$ cat src/rtl/text_console_pkg.sv
// Shared constants, state encoding and cell packing for the text console writer.
// Imported by text_console_writer; the cell format is {colour[7:0], char[7:0]}.
package text_console_pkg;

    localparam int COLS  = 40;
    localparam int ROWS  = 25;
    localparam int CELLS = COLS * ROWS;

    localparam logic [7:0] CC_BS  = 8'h08;
    localparam logic [7:0] CC_LF  = 8'h0A;
    localparam logic [7:0] CC_FF  = 8'h0C;
    localparam logic [7:0] CC_CR  = 8'h0D;
    localparam logic [7:0] CC_DEL = 8'h7F;

    typedef enum logic [2:0] {
        ST_IDLE,
        ST_WR_ADDR,
        ST_WR_DATA,
        ST_SCR_RD,
        ST_SCR_CAP,
        ST_SCR_WR,
        ST_CLR
    } state_e;

    function automatic logic [15:0] cell_pack(
        input logic [7:0] col,
        input logic [7:0] ch
    );
        return {col, ch};
    endfunction

endpackage

$ cat src/rtl/text_cell_addr.sv
// Combinational (x,y) to linear text RAM address, y*40 + x as y*32 + y*8 + x.
// Ports: x_i column, y_i row, addr_o 10-bit cell address.
module text_cell_addr (
    input  logic [5:0] x_i,
    input  logic [4:0] y_i,
    output logic [9:0] addr_o
);

    assign addr_o = {y_i, 5'b0}
                  + {2'b0, y_i, 3'b0}
                  + {4'b0, x_i};

endmodule

$ cat src/rtl/text_console_writer.sv
// Character-stream front end: cursor, control codes, wrap, scroll and clear.
// Ports: char/col/valid/ready stream in; ram_* CPU port of text RAM; cursor_x/y, busy.
module text_console_writer #(
    parameter int         COLS           = 40,
    parameter int         ROWS           = 25,
    parameter logic [7:0] BLANK_CHAR     = 8'h20,
    parameter logic [7:0] BLANK_COL      = 8'h00,
    parameter bit         CLEAR_ON_RESET = 1'b1
) (
    input  logic        clk,
    input  logic        rst_n,
    input  logic [7:0]  char_in,
    input  logic [7:0]  col_in,
    input  logic        char_valid,
    output logic        char_ready,
    output logic [9:0]  ram_addr,
    output logic [15:0] ram_wdata,
    output logic        ram_we,
    input  logic [15:0] ram_rdata,
    output logic [5:0]  cursor_x,
    output logic [4:0]  cursor_y,
    output logic        busy
);

    import text_console_pkg::*;

    localparam logic [5:0]  X_MAX = 6'(COLS - 1);
    localparam logic [4:0]  Y_MAX = 5'(ROWS - 1);
    localparam logic [15:0] BLANK = {BLANK_COL, BLANK_CHAR};

    state_e      state_q, state_d;
    logic [5:0]  cx_q, cx_d;
    logic [4:0]  cy_q, cy_d;
    // px/py: write position, or the scroll/clear cell counter
    logic [5:0]  px_q, px_d;
    logic [4:0]  py_q, py_d;
    logic [7:0]  ch_q, ch_d;
    logic [7:0]  col_q, col_d;
    logic [15:0] data_q, data_d;
    logic        bs_q, bs_d;
    logic        first_q, first_d;
    logic        fin_q, fin_d;
    logic        full_q, full_d;

    logic [9:0]  pos_addr;
    logic [9:0]  up_addr;
    logic        is_print;
    logic        p_last;

    text_cell_addr u_pos (
        .x_i    (px_q),
        .y_i    (py_q),
        .addr_o (pos_addr)
    );

    // Destination row of a scroll copy
    text_cell_addr u_up (
        .x_i    (px_q),
        .y_i    (py_q - 5'd1),
        .addr_o (up_addr)
    );

    assign is_print = (char_in >= 8'h20) && (char_in != CC_DEL);
    assign p_last   = (px_q == X_MAX) && (py_q == Y_MAX);
    assign cursor_x = cx_q;
    assign cursor_y = cy_q;

    always_comb begin
        state_d    = state_q;
        cx_d       = cx_q;
        cy_d       = cy_q;
        px_d       = px_q;
        py_d       = py_q;
        ch_d       = ch_q;
        col_d      = col_q;
        data_d     = data_q;
        bs_d       = bs_q;
        first_d    = first_q;
        fin_d      = fin_q;
        full_d     = full_q;
        char_ready = 1'b0;
        busy       = 1'b0;
        ram_addr   = 10'd0;
        ram_we     = 1'b0;
        ram_wdata  = 16'd0;

        case (state_q)
            ST_IDLE: begin
                char_ready = 1'b1;
                if (char_valid) begin
                    ch_d  = char_in;
                    col_d = col_in;
                    bs_d  = 1'b0;
                    unique case (1'b1)
                        is_print: begin
                            px_d    = cx_q;
                            py_d    = cy_q;
                            state_d = ST_WR_ADDR;
                        end
                        char_in == CC_LF: begin
                            cx_d = 6'd0;
                            if (cy_q == Y_MAX) begin
                                px_d    = 6'd0;
                                py_d    = 5'd1;
                                state_d = ST_SCR_RD;
                            end else begin
                                cy_d = cy_q + 5'd1;
                            end
                        end
                        char_in == CC_CR: begin
                            cx_d = 6'd0;
                        end
                        char_in == CC_BS: begin
                            if (cx_q != 6'd0) begin
                                px_d    = cx_q - 6'd1;
                                py_d    = cy_q;
                                bs_d    = 1'b1;
                                state_d = ST_WR_ADDR;
                            end else if (cy_q != 5'd0) begin
                                px_d    = X_MAX;
                                py_d    = cy_q - 5'd1;
                                bs_d    = 1'b1;
                                state_d = ST_WR_ADDR;
                            end
                        end
                        char_in == CC_FF: begin
                            px_d    = 6'd0;
                            py_d    = 5'd0;
                            first_d = 1'b1;
                            fin_d   = 1'b0;
                            full_d  = 1'b1;
                            state_d = ST_CLR;
                        end
                        default: ;
                    endcase
                end
            end

            ST_WR_ADDR: begin
                ram_addr = pos_addr;
                state_d  = ST_WR_DATA;
            end

            ST_WR_DATA: begin
                ram_addr  = pos_addr;
                ram_we    = 1'b1;
                ram_wdata = bs_q ? BLANK : cell_pack(col_q, ch_q);
                state_d   = ST_IDLE;
                if (bs_q) begin
                    cx_d = px_q;
                    cy_d = py_q;
                end else if (px_q == X_MAX) begin
                    cx_d = 6'd0;
                    if (py_q == Y_MAX) begin
                        cy_d    = Y_MAX;
                        px_d    = 6'd0;
                        py_d    = 5'd1;
                        state_d = ST_SCR_RD;
                    end else begin
                        cy_d = py_q + 5'd1;
                    end
                end else begin
                    cx_d = px_q + 6'd1;
                    cy_d = py_q;
                end
            end

            ST_SCR_RD: begin
                busy     = 1'b1;
                ram_addr = pos_addr;
                state_d  = ST_SCR_CAP;
            end

            ST_SCR_CAP: begin
                busy     = 1'b1;
                data_d   = ram_rdata;
                ram_addr = up_addr;
                state_d  = ST_SCR_WR;
            end

            // Write cell i-COLS while already fetching cell i+1
            ST_SCR_WR: begin
                busy      = 1'b1;
                ram_we    = 1'b1;
                ram_wdata = data_q;
                ram_addr  = pos_addr + 10'd1;
                if (p_last) begin
                    px_d    = 6'd0;
                    py_d    = Y_MAX;
                    first_d = 1'b1;
                    fin_d   = 1'b0;
                    full_d  = 1'b0;
                    state_d = ST_CLR;
                end else begin
                    if (px_q == X_MAX) begin
                        px_d = 6'd0;
                        py_d = py_q + 5'd1;
                    end else begin
                        px_d = px_q + 6'd1;
                    end
                    state_d = ST_SCR_CAP;
                end
            end

            // Each cycle drives cell k and writes cell k-1
            ST_CLR: begin
                busy = 1'b1;
                if (fin_q) begin
                    ram_we    = 1'b1;
                    ram_wdata = BLANK;
                    state_d   = ST_IDLE;
                    if (full_q) begin
                        cx_d = 6'd0;
                        cy_d = 5'd0;
                    end
                end else begin
                    ram_addr = pos_addr;
                    if (!first_q) begin
                        ram_we    = 1'b1;
                        ram_wdata = BLANK;
                    end
                    first_d = 1'b0;
                    if (p_last) begin
                        fin_d = 1'b1;
                    end else if (px_q == X_MAX) begin
                        px_d = 6'd0;
                        py_d = py_q + 5'd1;
                    end else begin
                        px_d = px_q + 6'd1;
                    end
                end
            end

            default: state_d = ST_IDLE;
        endcase
    end

    always_ff @(posedge clk) begin
        if (!rst_n) begin
            state_q <= CLEAR_ON_RESET ? ST_CLR : ST_IDLE;
            cx_q    <= 6'd0;
            cy_q    <= 5'd0;
            px_q    <= 6'd0;
            py_q    <= 5'd0;
            ch_q    <= 8'd0;
            col_q   <= 8'd0;
            data_q  <= 16'd0;
            bs_q    <= 1'b0;
            first_q <= 1'b1;
            fin_q   <= 1'b0;
            full_q  <= 1'b1;
        end else begin
            state_q <= state_d;
            cx_q    <= cx_d;
            cy_q    <= cy_d;
            px_q    <= px_d;
            py_q    <= py_d;
            ch_q    <= ch_d;
            col_q   <= col_d;
            data_q  <= data_d;
            bs_q    <= bs_d;
            first_q <= first_d;
            fin_q   <= fin_d;
            full_q  <= full_d;
        end
    end

endmodule
$ cat config.mk
export PLATFORM = sky130hd
export DESIGN_NAME = text_console_writer
export DESIGN_NICKNAME = d
export VERILOG_FILES = /design/src/rtl/text_console_pkg.sv /design/src/rtl/text_cell_addr.sv /design/src/rtl/text_console_writer.sv
export SDC_FILE = /design/constraint.sdc
export NUM_CORES = 1
export LEC_CHECK = 0
export ABC_AREA = 1
export BUFFER_PORTS_ARGS = -buffer_cell sky130_fd_sc_hd__buf_2
export CAP_MARGIN = 20
export CORE_MARGIN = 10
export CORE_UTILIZATION = 45
export CTS_CLUSTER_SIZE = 20
export DETAILED_ROUTE_END_ITERATION = 10
export GPL_ROUTABILITY_DRIVEN = 0
export MAX_ROUTING_LAYER = met4
export PLACE_DENSITY = 0.69
export SETUP_SLACK_MARGIN = 0.4
export SYNTH_ARGS = -nofsm -noshare
export SYNTH_HDL_FRONTEND = slang
export SYNTH_HIERARCHICAL = 1
export SYNTH_SLANG_ARGS = --single-unit
$ cat constraint.sdc
create_clock -name clk -period 5.1 [get_ports clk]
set_input_delay 0.765 -clock clk [delete_from_list [all_inputs] [get_ports clk]]
set_output_delay 0.765 -clock clk [all_outputs]
set_load 0.1 [all_outputs]
== Yosys cells after proc, flatten, opt, wreduce, memory -nomap -nowiden ==
Cells that the tools add are included.
Storage, ports and cells
  register bits: 61
  word-level logic and storage cells: 153
  input bits: 35
  output and inout port bits: 40
Cells by class
  multiplexer cells: 78
  reduce and logical (&&, ||, !) cells: 21
  add/sub/neg operators: 11
  order comparisons: 1
  eq/ne operators: 30
Operator list (number)
  $mux 6: 18
  $mux 5: 19
  $pmux 16 s3: 1
  $pmux 6 s4: 2
  $pmux 10 s4: 1
  $pmux 5 s4: 2
  $eq 8x4->1 const B: 4
  $ne 2x2->1 const B: 13
  $pmux 3 s7: 1
  $add 10x6->10: 2
  $add 10x8->10: 2
  $pmux 6 s3: 1
  $mux 1: 16
  $mux 16: 1
  $mux 3: 5
  $pmux 5 s3: 1
  $reduce_and 5->1: 3
  $pmux 3 s4: 1
  $add 10x1->10 const B: 1
  $add 5x1->5 const B: 2
  $eq 5x5->1 const B: 2
  $mux 10: 1
  $reduce_and 10->1: 1
  $sub 5x1->5 const B: 2
  other kinds (27): 39

== Logic depth before layout (Yosys ltp) ==
  depth after elaboration: 6
  gate-level depth with buffers: 15
  depth with buffers taken out: 15

== Modules after synthesis ==
Netlist, hierarchy kept.
By module, submodules not included
  text_console_writer: cells each 670, instances 1, seq. area each 1221.2 sq um, area each 4097.7 sq um
  text_cell_addr (u_up): cells each 45, instances 1, seq. area each 0.0 sq um, area each 329.1 sq um
  text_cell_addr (u_pos): cells each 45, instances 1, seq. area each 0.0 sq um, area each 326.6 sq um

== Worst setup path after synthesis ==
OpenSTA, ideal clock, no wires.
  kind: reg2out
  start point: register px_q[5]
  end point: output port ram_addr[8]
  cell stages (with the launch flop): 9
  path slack: 0.174 ns
  arrival: 4.161 ns
  required time: 4.335 ns
  path buffers: 0
  cells stage by stage: dfxtp_1 > inv_1 > fa_1 > fa_1 > xnor2_1 > nand4_1 > nor2_1 > nor2_1 > o21ai_0
Between the ends
  longest elaborated chain between the ends: 3
  elaborated cells between the ends (all ways): 5
  those cells by class: 3 x add/sub; 2 x mux
RTL lines
  start: declaration: line text_console_writer.sv:35  | logic [5:0] px_q, px_d;
  start signal: assignment: line text_console_writer.sv:256  | px_q <= px_d;
  $add 10x6->10: line text_cell_addr.sv:11  | + {4'b0, x_i};
  net pos_addr[6]: line text_console_writer.sv:45  | logic [9:0] pos_addr;
  $add 10x1->10: line text_console_writer.sv:186  | ram_addr = pos_addr + 10'd1;
  $pmux 10 s4: line text_console_writer.sv:87  | case (state_q)
  end: declaration: line text_console_writer.sv:16  | output logic [9:0] ram_addr,
The timed path passes the listed nets, and every way through them passes these cells.

== Worst setup path after layout ==
  start point: register py_q[0]
  end point: output port ram_addr[8]
Between the ends
  longest elaborated chain between the ends: 4
  elaborated cells between the ends (all ways): 8
  those cells by class: 6 x add/sub; 2 x mux
RTL lines
  start: declaration: line text_console_writer.sv:36  | logic [4:0] py_q, py_d;
  start signal: assignment: line text_console_writer.sv:257  | py_q <= py_d;
  $sub 5x1->5: line text_console_writer.sv:59  | .y_i (py_q - 5'd1),
  $add 10x8->10: line text_cell_addr.sv:10  | + {2'b0, y_i, 3'b0}
  $add 10x6->10: line text_cell_addr.sv:11
  net up_addr[8]: line text_console_writer.sv:46  | logic [9:0] up_addr;
  $pmux 10 s4: line text_console_writer.sv:87
The timed path passes the listed nets, and every way through them passes these cells.

==> flow_summary.json <==
{
  "worstSetupStartpointType": "flip-flop",
  "critPathArrivalTime_ns": 3.47,
  "r2r.worst_path.cells": 9,
  "clk_pin_slew_ns": 0.07,
  "grt_usage_pct": 19.4,
  "dieArea_um2": 15100,
  "avgSynthCellArea_um2": 6.25,
  "drc_errors": 0,
  "yosys-top-cells-count": "nand2_1, nor2_1, inv_1",
  "cts_buffer_depth": 2,
  "synth.most_common_cell": "nand2_1",
  "slowest_delay_ns": 0.49,
  "synth_edf_count": 0,
  "drv_cap": 0,
  "finalHoldViolCount": 0,
  "rows": 37,
  "synth_area_um2": 4750,
  "cts_setup_buffers": 0,
  "critPathKind": "flip-flop to output port",
  "syn2layout_area_growth_pct": 13.1,
  "cts_root_buf": "clkbuf_8",
  "met1_usage_pct": 24.7,
  "worst_pin_slew_ns": 1.04,
  "worst_path_max_delay_cell": "fa_1",
  "drive_above_1_share_pct": 15.0,
  "hold_buffers": 0,
  "grt_pass1_wl_um": 23200,
  "path_cells": "inv_1 -> ha_1 -> xor2_1 -> inv_1 -> fa_1 -> fa_1 -> nand3b_1 -> nand2_1 -> xor2_1 -> a22oi_1 -> o21ai_1 -> buf_2",
  "use_met2_pct": 30.4,
  "fmax_ghz": 0.236,
  "busiest_layer": "met2",
  "post-route-min-period_ns": 4.24,
  "holdPathStages": 2,
  "synth_seq_area_share_pct": 25.7,
  "io_pins": 75,
  "initial_core_util_pct": 46.0,
  "ys_types": 37,
  "finClkSkew_ns": 0.0159,
  "numCtsBuffers": 9,
  "synth_fp_nets": 826,
  "place.detailed.hpwl_um": 10700,
  "cts.sinks": 61,
  "drv_slew": 0,
  "ctsResizeCount": 0,
  "first_iter_violations": 493,
  "ys_ff_latch": 61,
  "fillCellCount": 1040,
  "synth_top_area_cell": "dfxtp_1",
  "cp.required_ns": 4.34,
  "fin_setup_tns_ns": 0,
  "ys.warnings.count": 6,
  "viasPerCell": 5.34,
  "synth_cells": 760,
  "synth_top_area_share_pct": 25.7,
  "grt_overflow_total": 0,
  "yosys_most_used_dff": "dfxtp_1",
  "dr.pass1.iters": 5,
  "path_max_fanout": 7,
  "cts_tree": "yes",
  "grt_antenna_before_repair": 0,
  "end_kind": "output port",
  "htreeDepth": 3,
  "min_path_type": "flip-flop to flip-flop",
  "status": "complete, no violations",
  "finalSetupViolCount": 0,
  "die_width_um": 123,
  "rsz0062_at_grt": "no",
  "io_buffer_count": 74,
  "grt_pass1_vias": 4771,
  "grt_max_degree": 49,
  "register_area_um2": 1220,
  "met3_usage_pct": 3.63,
  "async_flop_share_pct": 0,
  "slew_headroom_pct": 30.3,
  "multi_input_area_um2": 3070,
  "fp.coreArea_um2": 10300,
  "wirelength_um": 14100,
  "clk_latency_ns": 0.36,
  "layout.nets": 883,
  "min_period_over_period_pct": 83.1,
  "wire_per_inst_um": 14.7,
  "antenna_left": 0,
  "holdWs_ns": 0.471,
  "fp.dieH_um": 123,
  "vias": 5114,
  "diodes": 0,
  "synth_area_leaders": "dfxtp_1, nand2_1, nor2_1, ha_1, o21ai_0"
}
[final timing paths]
path,startpoint,to,slack [ns]
hold reg to reg,first_q$_SDFFE_PN1P_,first_q$_SDFFE_PN1P_,0.47
hold / removal,first_q$_SDFFE_PN1P_,first_q$_SDFFE_PN1P_,0.47
setup reg to reg,px_q[1]$_SDFFE_PN0P_,fin_q$_SDFFE_PN0P_,2.38
setup / recovery,py_q[0]$_SDFFE_PN0P_,ram_addr[8],0.86
[critical path: cells and delay by family (launching register included)]
| kind | cells | cell delay, ns |
|---|---|---|
| adder cells (fa/ha/maj) | 3 | 1.22 |
| AO/OA/AOI/OAI | 2 | 0.20 |
| AND/OR/NAND/NOR | 2 | 0.26 |
| flip-flops | 1 | 0.42 |
| buffers and inverters | 3 | 0.69 |
| XOR/XNOR | 2 | 0.33 |
[placed cells by master, fill, tap and decap left out, types with 4 or more instances in the layout]
cell and n:
nor2_1 104, inv_1 76, or2_2 4, clkbuf_8 9, nand4_1 11, o21ai_0 64
a32o_1 15, buf_2 74, o21ai_1 4, nor2_2 4, nand3_1 41, nand2_1 203
xor2_1 9, dfxtp_1 61, fa_1 4, ha_1 27, inv_2 7, a21oi_1 52
o211ai_1 7, xnor2_1 5, nand2_2 9
[final cells by class]
cell class,count,area share (%)
clock buffer,10,2.37
clock inverter,6,1.61
inverter,85,5.94
multi-input combinational,585,57.2
sequential,61,22.7
tap,136,3.17
timing repair buffer,75,7.03
[sequential cells by signal, summed over array words and instances, names as in the netlist]
register / cells
data_q: 16
py_q: 5
bs_q: 1
first_q: 1
cursor_x: 6
col_q: 8
cursor_y: 5
px_q: 6
full_q: 1
ch_q: 8
state_q: 3
fin_q: 1
[logic make-up (layout without fill, tap and decap cells)]
| logic type | count (synthesis) | after routing | synth area share (%) |
|---|---|---|---|
| xor gates and xnor gates | 14 | 14 | 2.58 |
| adders and majority gates | 31 | 31 | 8.79 |
| buffers and inverters | 114 | 176 | 9.77 |
| DFF | 61 | 61 | 25.7 |
| and+or+nand+nor | 389 | 389 | 34.9 |
| AOI/OAI and AO/OA | 151 | 151 | 18.3 |
[per-layer routing]
metal  up-vias  wire length, µm  share of wire [%]
met1      2340             6410                 45
met2       159             6620                 47
met3        22              790                5.6
met4         0              261                1.9
li1       2593                -                  -
met5         -                0                  0
[metrics by stage]
step / utilization, % / setup slack (ns) / cell area, µm² / instances
floorplan: - / 0.930 / 4760 / 760
global placement: 50.0 / 1.35 / 5160 / 942
detailed placement: 50.0 / 1.24 / 5160 / 942
CTS: 52.1 / 0.859 / 5380 / 958
global route: 52.1 / 0.673 / 5380 / 958
finish: 52.1 / 0.864 / 5380 / 958
Power is left out: the tool's default activity adds up to more than one toggle a clock period on the data nets, which glitch-free logic cannot reach.
